==> src/rtl/eth_test_pkg.sv <==
// Shared definitions for the Ethernet test-pattern checker and any future generator:
// FSM states, pattern modes, status bit positions, PRBS-9 polynomial and seed.
package eth_test_pkg;

  typedef enum logic [1:0] {
    ST_IDLE  = 2'd0,
    ST_CHECK = 2'd1,
    ST_DROP  = 2'd2
  } state_t;

  typedef enum logic {
    MODE_INCR  = 1'b0,
    MODE_PRBS9 = 1'b1
  } mode_t;

  localparam int STAT_DATA  = 0;
  localparam int STAT_LEN   = 1;
  localparam int STAT_TUSER = 2;
  localparam int STAT_MAC   = 3;

  localparam logic [3:0] STATUS_DROP = 4'b0001 << STAT_MAC;

  // x^9 + x^5 + 1: output bit is s[8], feedback s[8] ^ s[4] shifted in at s[0]
  localparam int         PRBS9_TAP_HI = 8;
  localparam int         PRBS9_TAP_LO = 4;
  localparam logic [8:0] PRBS9_SEED   = 9'h1FF;

  function automatic logic [8:0] prbs9_step8(input logic [8:0] s);
    logic [8:0] v;
    v = s;
    for (int k = 0; k < 8; k++) begin
      v = {v[7:0], v[PRBS9_TAP_HI] ^ v[PRBS9_TAP_LO]};
    end
    return v;
  endfunction

  // First generated bit lands in the MSB of the byte.
  function automatic logic [7:0] prbs9_byte(input logic [8:0] s);
    logic [8:0] v;
    logic [7:0] b;
    v = s;
    b = '0;
    for (int k = 0; k < 8; k++) begin
      b[7-k] = v[PRBS9_TAP_HI];
      v = {v[7:0], v[PRBS9_TAP_HI] ^ v[PRBS9_TAP_LO]};
    end
    return b;
  endfunction

  function automatic logic [31:0] sat_add(input logic [31:0] a, input logic [31:0] b);
    logic [32:0] sum;
    sum = {1'b0, a} + {1'b0, b};
    return sum[32] ? 32'hFFFF_FFFF : sum[31:0];
  endfunction

endpackage

==> src/rtl/eth_test_pattern_gen.sv <==
// Expected-byte source: presents the next KEEP_WIDTH pattern bytes (lane 0 first)
// and advances by a variable number of bytes so partial beats stay in sequence.
module eth_test_pattern_gen
  import eth_test_pkg::*;
#(
  parameter int KEEP_WIDTH = 1
) (
  input  logic                               clk,
  input  logic                               rst_n,
  input  logic                               i_init,
  input  logic                               i_mode,
  input  logic                               i_advance,
  input  logic [$clog2(KEEP_WIDTH+1)-1:0]    i_count,
  output logic [KEEP_WIDTH*8-1:0]            o_bytes
);

  logic [8:0] r_lfsr;
  logic [7:0] r_idx;
  logic [8:0] w_lfsr_chain [KEEP_WIDTH+1];

  assign w_lfsr_chain[0] = r_lfsr;

  // Each lane sees the LFSR state one byte further along than the lane below it.
  generate
    for (genvar gi = 0; gi < KEEP_WIDTH; gi++) begin : g_lane
      assign w_lfsr_chain[gi+1] = prbs9_step8(w_lfsr_chain[gi]);
      assign o_bytes[8*gi +: 8] = (i_mode == MODE_PRBS9) ? prbs9_byte(w_lfsr_chain[gi])
                                                         : r_idx + 8'(gi);
    end
  endgenerate

  always_ff @(posedge clk or negedge rst_n) begin
    if (!rst_n) begin
      r_lfsr <= PRBS9_SEED;
      r_idx  <= '0;
    end else if (i_init) begin
      r_lfsr <= PRBS9_SEED;
      r_idx  <= '0;
    end else if (i_advance) begin
      r_lfsr <= w_lfsr_chain[i_count];
      r_idx  <= r_idx + 8'(i_count);
    end
  end

endmodule

==> config.mk <==
export PLATFORM = sky130hd
export DESIGN_NAME = eth_test_pattern_gen
export DESIGN_NICKNAME = d
export VERILOG_FILES = /design/src/rtl/eth_test_pkg.sv /design/src/rtl/eth_test_pattern_gen.sv
export SDC_FILE = /design/constraint.sdc
export NUM_CORES = 1
export LEC_CHECK = 0
export ABC_CLOCK_PERIOD_IN_PS = 2600
export CORE_MARGIN = 4
export CORE_UTILIZATION = 40
export DETAILED_ROUTE_END_ITERATION = 16
export MAX_ROUTING_LAYER = met4
export REMOVE_ABC_BUFFERS = 1
export SETUP_SLACK_MARGIN = 0.15
export SYNTH_ARGS = -nofsm -noshare
export SYNTH_HDL_FRONTEND = slang
export SYNTH_SLANG_ARGS = --single-unit
export TNS_END_PERCENT = 1
==> constraint.sdc <==
create_clock -name clk -period 2.6 [get_ports clk]
set_input_delay 0.78 -clock clk [delete_from_list [all_inputs] [get_ports clk]]
set_output_delay 0.78 -clock clk [all_outputs]
set_load 0.005 [all_outputs]
==> flow_summary_export.csv, run 1 <==
group,metric,value,unit
status,outcome,"finished clean",
floorplanning,die_x,55.5,um
timing,rsz0062_at_grt,"true",
grt,grt_max_degree,18,
timing,worst_pin_slew,366,ps
synthesis,yosysWarningCount,0,
grt,antenna_found_initial,0,
synthesis,ys_ff_latch,17,
synthesis,yosys.area_share.adder,2.78,%
grt,grtUsageTotal,13.1,%
clocking,cts_tree,"yes",
clocking,cts_root_buf,"clkbuf_4",
routing,ant_nets,0,
final_layout,drive_gt1_share,27.3,%
timing,fmax,406,MHz
routing,route.detailed.drc,0,
critical_path,crit_path_max_fanout,8,
floorplanning,start_util,44.1,%
critical_path,endpoint_kind,"output port",
timing,hold_viol_final,0,
floorplanning,placementRows,16,
timing,tns,0,ps
timing,min_period,2470,ps
clocking,h-tree-depth,1,
synthesis,ys_types,21,
critical_path,cp.required,1820,ps
final_layout,mostFrequentLayoutCell,"nor2_1",
clocking,cts_buffer_depth,2,
synthesis,synthMuxAreaShare,12.2,%
synthesis,synth-compound-area-share,10.8,%
timing,finalSetupViolCount,0,
final_layout,nets,108,
final_layout,diodes,0,
clocking,cts_hold_buf,0,
grt,grt_first_pass_wirelength,3.14,mm
min_path,hp-class,"reg2reg",
timing,timing.hold.ws,534,ps
clocking,post_cts_buffers,0,
clocking,clk_pin_slew,110,ps
synthesis,syn_area_per_cell,10.9,um2
placement,pre_cts_ws,-388,ps
synthesis,synth.largest_area_cell,"dfstp_2",
routing,dr.pass1.iters,4,
synthesis,synthesis.area,901,um2
placement,dp_hpwl,1.31,mm
synthesis,seq_area_frac_synth,48.5,%
final_layout,n_fill_cell,198,
floorplanning,core-area,2040,um2
grt,grt_overflow_total,0,
routing,dr.first_iter.drc_count,15,
timing,fin_crit_sh,94.8,%
synthesis,synthXorXnorAreaFrac,10.7,%
pwr,leakagePower,0.000454,uW
timing,slew_violations,0,
floorplanning,dieArea,3080,um2
synthesis,synth_top_family_by_area,"simple AND/OR/NAND/NOR gates",
floorplanning,io_pins,14,
final_layout,area_growth,22.5,%
placement,place_congestion,0.742,
clocking,numCtsBuffers,3,
synthesis,yosys.area.top_type_share,26.3,%
clocking,clkLatencyLatePin,290,ps
pwr,powerDensity,485,nW/um2
routing,via_count,646,
grt,grt_pass1_vias,696,
placement,port_buffers,13,
floorplanning,die_h,55.5,um
synthesis,yosys.area_share.simple,12.8,%
placement,placed_area,1080,um2
timing,worst_slack,135,ps
pwr,power,536,uW
critical_path,cp_data_arrival_time,1690,ps
timing,relSlewSlack,75.5,%
final_layout,final_cell_mix,"nor2_1, dfstp_2, mux2_2, a21oi_1, dfrtp_1",
synthesis,synthCells,83,
pwr,irDropWorstVdd,307,uV
clocking,clkSinkCount,17,
synthesis,yosys-top-cells-area,"dfstp_2, dfrtp_1, mux2_2",
routing,via_per_inst,5.13,
critical_path,start_kind,"input pin",
final_layout,stdcell_area,1100,um2
routing,drt_wl_total,1.81,mm
job,cap_viol_max_count,0,
timing,fin_worst_skew,8.64,ps
critical_path,path_class,"in2out",
routing,wl_per_cell,14.3,um
state kept, by name, indices dropped and copies added, names as in the netlist:
signal and cells:
r_lfsr 9, r_idx 8
synthesized netlist by cell type:
library cell and count:
xor2_1 6, nand4_2 1, a21oi_1 8, o22a_1 4
nand2_1 2, nand4_1 3, ha_1 2, dfstp_2 9
nand3_1 2, clkbuf_1 2, mux2i_1 2, mux2_2 8
nor2_1 11, or3_1 3, o21ai_0 3, or2_2 1
xnor2_1 5, buf_2 1, buf_4 1, dfrtp_1 8
a21o_1 1
path summary, 6_finish.rpt:
check,from,endpoint,slack [ps],cells after the start
max,i_mode,o_bytes[5],130,4
min,r_lfsr[0]$_DFFE_PN1P_,r_lfsr[0]$_DFFE_PN1P_,530,2
max reg2reg,r_idx[0]$_DFFE_PN0P_,r_idx[6]$_DFFE_PN0P_,1160,5
min reg2reg,r_lfsr[0]$_DFFE_PN1P_,r_lfsr[0]$_DFFE_PN1P_,530,2
max in group asynchronous,rst_n,r_lfsr[3]$_DFFE_PN1P_,1560,2
min in group asynchronous,rst_n,r_idx[6]$_DFFE_PN0P_,800,2
layout make-up:
cell class              count  area (um2)  share of cell area [%]
well taps                  27        33.8                    3.06
flip-flops and latches     17         437                    39.6
multi-input cells          62         444                    40.2
repair buffers             16         161                    14.6
clock buffers               3        22.5                    2.04
clock inverters             1        5.00                   0.454
report_power, final:
group          total (uW)  internal, uW  leakage (uW)  switching [uW]
Combinational        96.5          54.3      0.000231            42.3
Clock                 141          57.1     0.0000177            84.4
Sequential            298           284      0.000206            13.9
kinds of logic after synthesis:
family / Yosys count
adders and majority gates: 2
muxes: 10
and+or+nand+nor: 23
xor gates and xnor gates: 11
DFF: 17
AOI/OAI and AO/OA: 16
buffers and inverters: 4
critical path, cell delays in order:
cell             delay, ps
clkdlybuf4s15_2        200
buf_12                 120
mux2_2                 330
dlygate4sd2_1          260
per-stage QoR:
step	utilization, %	std cells
floorplan	-	79
global placement	52.9	122
detailed placement	52.9	122
CTS	53.9	126
global route	54.0	126
finish	54.0	126
metal layers:
| layer | track usage [%] | vias up | part of all wire, % |
|---|---|---|---|
| met5 | - | - | 0 |
| met4 | 6.25 | 0 | 0.55 |
| met3 | 2.80 | 2 | 4.5 |
| met2 | 17.9 | 14 | 44 |
| met1 | 18.2 | 304 | 51 |
| li1 | - | 326 | - |
repair_timing:
| item | in CTS | in global routing |
|---|---|---|
| gates resized for setup | 12 | 3 |
| endpoints found under the setup margin | 8 | 7 |
| pin swaps | 0 | 0 |
Power figures use the tool's default switching activity.
==> inputs of run 2 (changes only) <==
CORE_ASPECT_RATIO = 0.75   (was default)
==> flow_summary_export.csv, run 2 (synthesized netlist as in run 1, its figures left out) <==
group,metric,value,unit
floorplanning,placementRows,14,
pwr,leakagePower,0.000449,uW
status,outcome,"finished clean",
grt,antenna_found_initial,0,
final_layout,diodes,0,
placement,place_congestion,0.793,
grt,grt.met3_usage,5.53,%
routing,dr.pass1.iters,4,
timing,worst_slack,139,ps
critical_path,start_kind,"input pin",
pwr,irDropWorstVdd,218,uV
timing,fin_worst_skew,11.0,ps
critical_path,r2r_slack,1200,ps
timing,min_period,2460,ps
critical_path,cp.required,1820,ps
grt,use_met1,18.1,%
timing,fmax,406,MHz
timing,relSlewSlack,74.2,%
critical_path,r2r-start,"r_idx[0]$_DFFE_PN0P_",
floorplanning,dieArea,3080,um2
clocking,cts_tree,"yes",
timing,timing.hold.ws,536,ps
job,cap_viol_max_count,0,
final_layout,top_regs,"r_lfsr x9, r_idx x8",
final_layout,n_fill_cell,197,
grt,grt_max_degree,18,
timing,finalSetupViolCount,0,
routing,ant_nets,0,
min_path,holdCritStartpoint,"r_lfsr[5]$_DFFE_PN1P_",
pwr,seqPwrFrac,55.9,%
final_layout,largest_register,"r_lfsr",
final_layout,fin_util,52.8,%
pwr,power,532,uW
routing,via_per_inst,5.27,
critical_path,path_class,"in2out",
floorplanning,die_x,62.8,um
clocking,clkLatencyLatePin,290,ps
min_path,hp-class,"reg2reg",
critical_path,regToRegEndpoint,"r_idx[6]$_DFFE_PN0P_",
min_path,whs_endpoint,"r_lfsr[5]$_DFFE_PN1P_",
timing,slew_violations,0,
floorplanning,die_h,49.1,um
placement,port_buffers,13,
grt,grt_first_pass_wirelength,3.01,mm
clocking,clkSinkCount,17,
pwr,swShare,25.9,%
critical_path,reg2reg_depth,5,
clocking,cts_buffer_depth,2,
final_layout,largest_reg_flops,9,
routing,via_count,643,
floorplanning,core-area,2070,um2
placement,pre_cts_ws,-373,ps
pwr,p_switching,138,uW
clocking,h-tree-depth,1,
grt,grt_pass1_vias,605,
final_layout,area_growth,21.3,%
critical_path,cp_data_arrival_time,1680,ps
routing,route.detailed.drc,0,
critical_path,endpoint_kind,"output port",
routing,drt_wl_total,1.76,mm
pwr,powerDensity,487,nW/um2
routing,wl_per_cell,14.4,um
final_layout,mostFrequentLayoutCell,"nor2_1",
floorplanning,io_pins,14,
final_layout,final_cell_mix,"nor2_1, dfstp_2, mux2_2, a21oi_1, dfrtp_1",
grt,grtUsageTotal,13.1,%
pwr,combPwrFrac,17.9,%
pwr,clkPwrFrac,26.2,%
timing,rsz0062_at_grt,"true",
pwr,intPower,394,uW
grt,gr-usage-met2,17.2,%
clocking,cts_root_buf,"clkbuf_4",
placement,dp_hpwl,1.25,mm
timing,worst_pin_slew,385,ps
grt,grt_busiest_layer,"met1",
min_path,min_path_cells,1,
floorplanning,start_util,43.6,%
timing,hold_viol_final,0,
clocking,post_cts_buffers,0,
final_layout,nets,107,
final_layout,drive_gt1_share,26.5,%
grt,grt_overflow_total,0,
timing,fin_crit_sh,94.7,%
clocking,numCtsBuffers,3,
clocking,cts_hold_buf,0,
clocking,clk_pin_slew,90,ps
routing,dr.first_iter.drc_count,37,
critical_path,crit_path_max_fanout,8,
[run 2: per-stage QoR]
step	setup TNS [ps]	area, um2	instances
after floorplan	0	881	79
after global placement	-3000	1070	118
after detailed placement	-2920	1070	118
after CTS	0	1090	122
after global routing	0	1090	122
final	0	1090	122
[run 2: final cells by class]
cell class | count | area, um2 | share of cell area, %
Timing Repair Buffer | 15 | 154 | 14.1
Tap cell | 24 | 30.0 | 2.75
Sequential cell | 17 | 437 | 40.0
Multi-Input combinational cell | 62 | 444 | 40.7
Clock inverter | 1 | 5.00 | 0.458
Clock buffer | 3 | 22.5 | 2.06
[run 2: what timing repair did]
action	CTS	global route
setup endpoints to repair	8	8
gates resized for setup	12	3
hold endpoints to repair	0	0
[run 2: worst max-delay path by stage]
stage	from	to	slack (ps)
after CTS	i_mode	o_bytes[4]	120
after global placement	i_mode	o_bytes[4]	-390
final	i_mode	o_bytes[0]	140
after floorplan	i_mode	o_bytes[0]	730
after global routing	i_mode	o_bytes[0]	100
after detailed placement	i_mode	o_bytes[4]	-370
[run 2: critical path, stage by stage]
cell             delay [ps]
clkdlybuf4s15_2         200
buf_12                  120
mux2_2                  320
dlygate4sd2_1           260
[run 2: power by group through the flow]
stage	Clock, uW	Combinational [uW]	Sequential [uW]
after CTS	149	95.8	298
after floorplan	0	49.9	298
final	140	95.2	298
after global routing	167	106	299
after global placement	0	102	302
after detailed placement	0	102	302
[run 2: metal layers]
layer | share of wire [%] | up-vias
met5 | 0 | -
met4 | 0.57 | 0
met3 | 7.1 | 2
met2 | 39 | 25
met1 | 54 | 294
li1 | - | 322
==> inputs of run 3 (changes only) <==
ABC_CLOCK_PERIOD_IN_PS = 2050   (was 2600)
CTS_CLUSTER_DIAMETER = 200   (was default)
clock period = 2.05 ns   (was 2.6 ns; I/O delays follow)
==> flow_summary_export.csv, run 3 (synthesized netlist as in run 1, its figures left out) <==
group,metric,value,unit
timing,finalSetupViolCount,0,
clocking,post_cts_buffers,0,
grt,grt_max_degree,18,
critical_path,cpMostUsedCell,"buf_6",
critical_path,cp_slowest_cell,"mux2_4",
critical_path,crit_path_max_fanout,8,
placement,place_congestion,0.783,
floorplanning,dieArea,3080,um2
grt,grt_pass1_vias,658,
final_layout,largest_reg_flops,9,
floorplanning,die_h,49.1,um
final_layout,drive_gt1_share,36.9,%
timing,slew_violations,0,
routing,via_count,675,
grt,grt_first_pass_wirelength,3.28,mm
floorplanning,start_util,43.6,%
clocking,cts_buffer_depth,2,
placement,dp_hpwl,1.44,mm
grt,antenna_found_initial,0,
routing,dr.pass1.iters,4,
timing,fmax,532,MHz
critical_path,max_stage_delay,300,ps
clocking,numCtsBuffers,3,
critical_path,endpoint_kind,"output port",
critical_path,path_class,"in2out",
critical_path,cp_data_arrival_time,1260,ps
grt,grt_overflow_total,0,
clocking,h-tree-depth,1,
routing,wl_per_cell,15.1,um
placement,port_buffers,13,
final_layout,area_growth,28.9,%
final_layout,final_cell_mix,"nor2_1, dfstp_2, mux2_4, a21oi_1, dfrtp_1",
floorplanning,io_pins,14,
routing,ant_nets,0,
clocking,cts_tree,"yes",
clocking,cts_resized,39,
final_layout,mostFrequentLayoutCell,"nor2_1",
floorplanning,core-area,2070,um2
final_layout,finalNonFillerCells,127,
clocking,clkSinkCount,17,
placement,dp_cells,123,
min_path,hp-class,"reg2reg",
timing,relSlewSlack,76.8,%
clocking,cts_hold_buf,0,
critical_path,path_cells,"buf_6 > buf_12 > mux2_4 > buf_6",
final_layout,top_regs,"r_lfsr x9, r_idx x8",
critical_path,cp.required,1430,ps
timing,rsz0062_at_grt,"false",
clocking,clk_pin_slew,100,ps
status,outcome,"finished clean",
timing,hold_viol_final,0,
pwr,leakagePower,0.000510,uW
timing,tns,0,ps
timing,fin_worst_skew,4.99,ps
pwr,powerDensity,610,nW/um2
critical_path,start_kind,"input pin",
timing,fin_crit_sh,91.7,%
routing,dr.first_iter.drc_count,12,
routing,drt_wl_total,1.92,mm
floorplanning,placementRows,14,
clocking,cts_root_buf,"clkbuf_4",
timing,worst_pin_slew,347,ps
routing,route.detailed.drc,0,
grt,grtUsageTotal,14.5,%
floorplanning,die_x,62.8,um
final_layout,largest_register,"r_lfsr",
pwr,irDropWorstVdd,290,uV
final_layout,nets,112,
timing,min_period,1880,ps
final_layout,diodes,0,
final_layout,n_fill_cell,194,
routing,via_per_inst,5.31,
clocking,clkLatencyLatePin,290,ps
job,cap_viol_max_count,0,
## run 3: cell types whose count changed in the layout (fill, tap and decap cells not counted)
cell	delta
buf_2	+2
mux2_2	-8
clkinv_2	-1
clkdlybuf4s15_2	-1
dlygate4sd2_1	-4
buf_4	+5
mux2_4	+8
buf_6	+7
clkdlybuf4s15_1	-4
clkbuf_1	+1
## run 3: layout make-up
class	count	area, um2	area share (%)
Multi-Input combinational cell	62	474	40.8
Sequential cell	17	437	37.6
Timing Repair Buffer	20	194	16.7
Tap cell	24	30.0	2.59
Clock buffer	4	26.3	2.26
## run 3: path summary, 6_finish.rpt
| path | start | endpoint | slack, ps | cells after the start |
|---|---|---|---|---|
| setup / recovery | i_mode | o_bytes[1] | 170 | 4 |
| hold reg to reg | r_lfsr[0]$_DFFE_PN1P_ | r_lfsr[0]$_DFFE_PN1P_ | 530 | 2 |
| hold / removal | r_lfsr[0]$_DFFE_PN1P_ | r_lfsr[0]$_DFFE_PN1P_ | 530 | 2 |
| setup reg to reg | r_idx[0]$_DFFE_PN0P_ | r_idx[6]$_DFFE_PN0P_ | 690 | 5 |
| max in group asynchronous | rst_n | r_lfsr[2]$_DFFE_PN1P_ | 1170 | 2 |
| min in group asynchronous | rst_n | r_idx[6]$_DFFE_PN0P_ | 630 | 2 |
## run 3: worst max-delay path: cells and delay by family
family | cells | cell delay, ps
buffers and inverters | 3 | 350
multiplexers | 1 | 300
## run 3: where the power goes
part	leakage [uW]	total (uW)	switching [uW]	internal [uW]
Clock	0.0000150	183	107	75.8
Combinational	0.000289	147	58.9	87.9
Sequential	0.000206	379	18.6	360
Total	0.000510	708	184	524
## run 3: metrics by stage
stage | utilization [%] | worst slack [ps] | hold slack, ps | instance area [um2] | total power (uW)
finish | 56.2 | 171 | 528 | 1160 | 708
detailed placement | 53.5 | -601 | 512 | 1110 | 520
CTS | 53.1 | 142 | 531 | 1100 | 694
floorplan | - | 506 | 319 | 881 | 441
global placement | 53.5 | -607 | 511 | 1110 | 519
global route | 56.2 | 158 | 551 | 1160 | 751
## run 3: routing by layer
metal  wire, um  global-route usage, %  vias up
li1           -                      -      339
met2        780                   19.5       23
met3        106                   5.99        4
met4         17                   5.13        0
met1       1020                   19.4      309
met5          0                      -        -
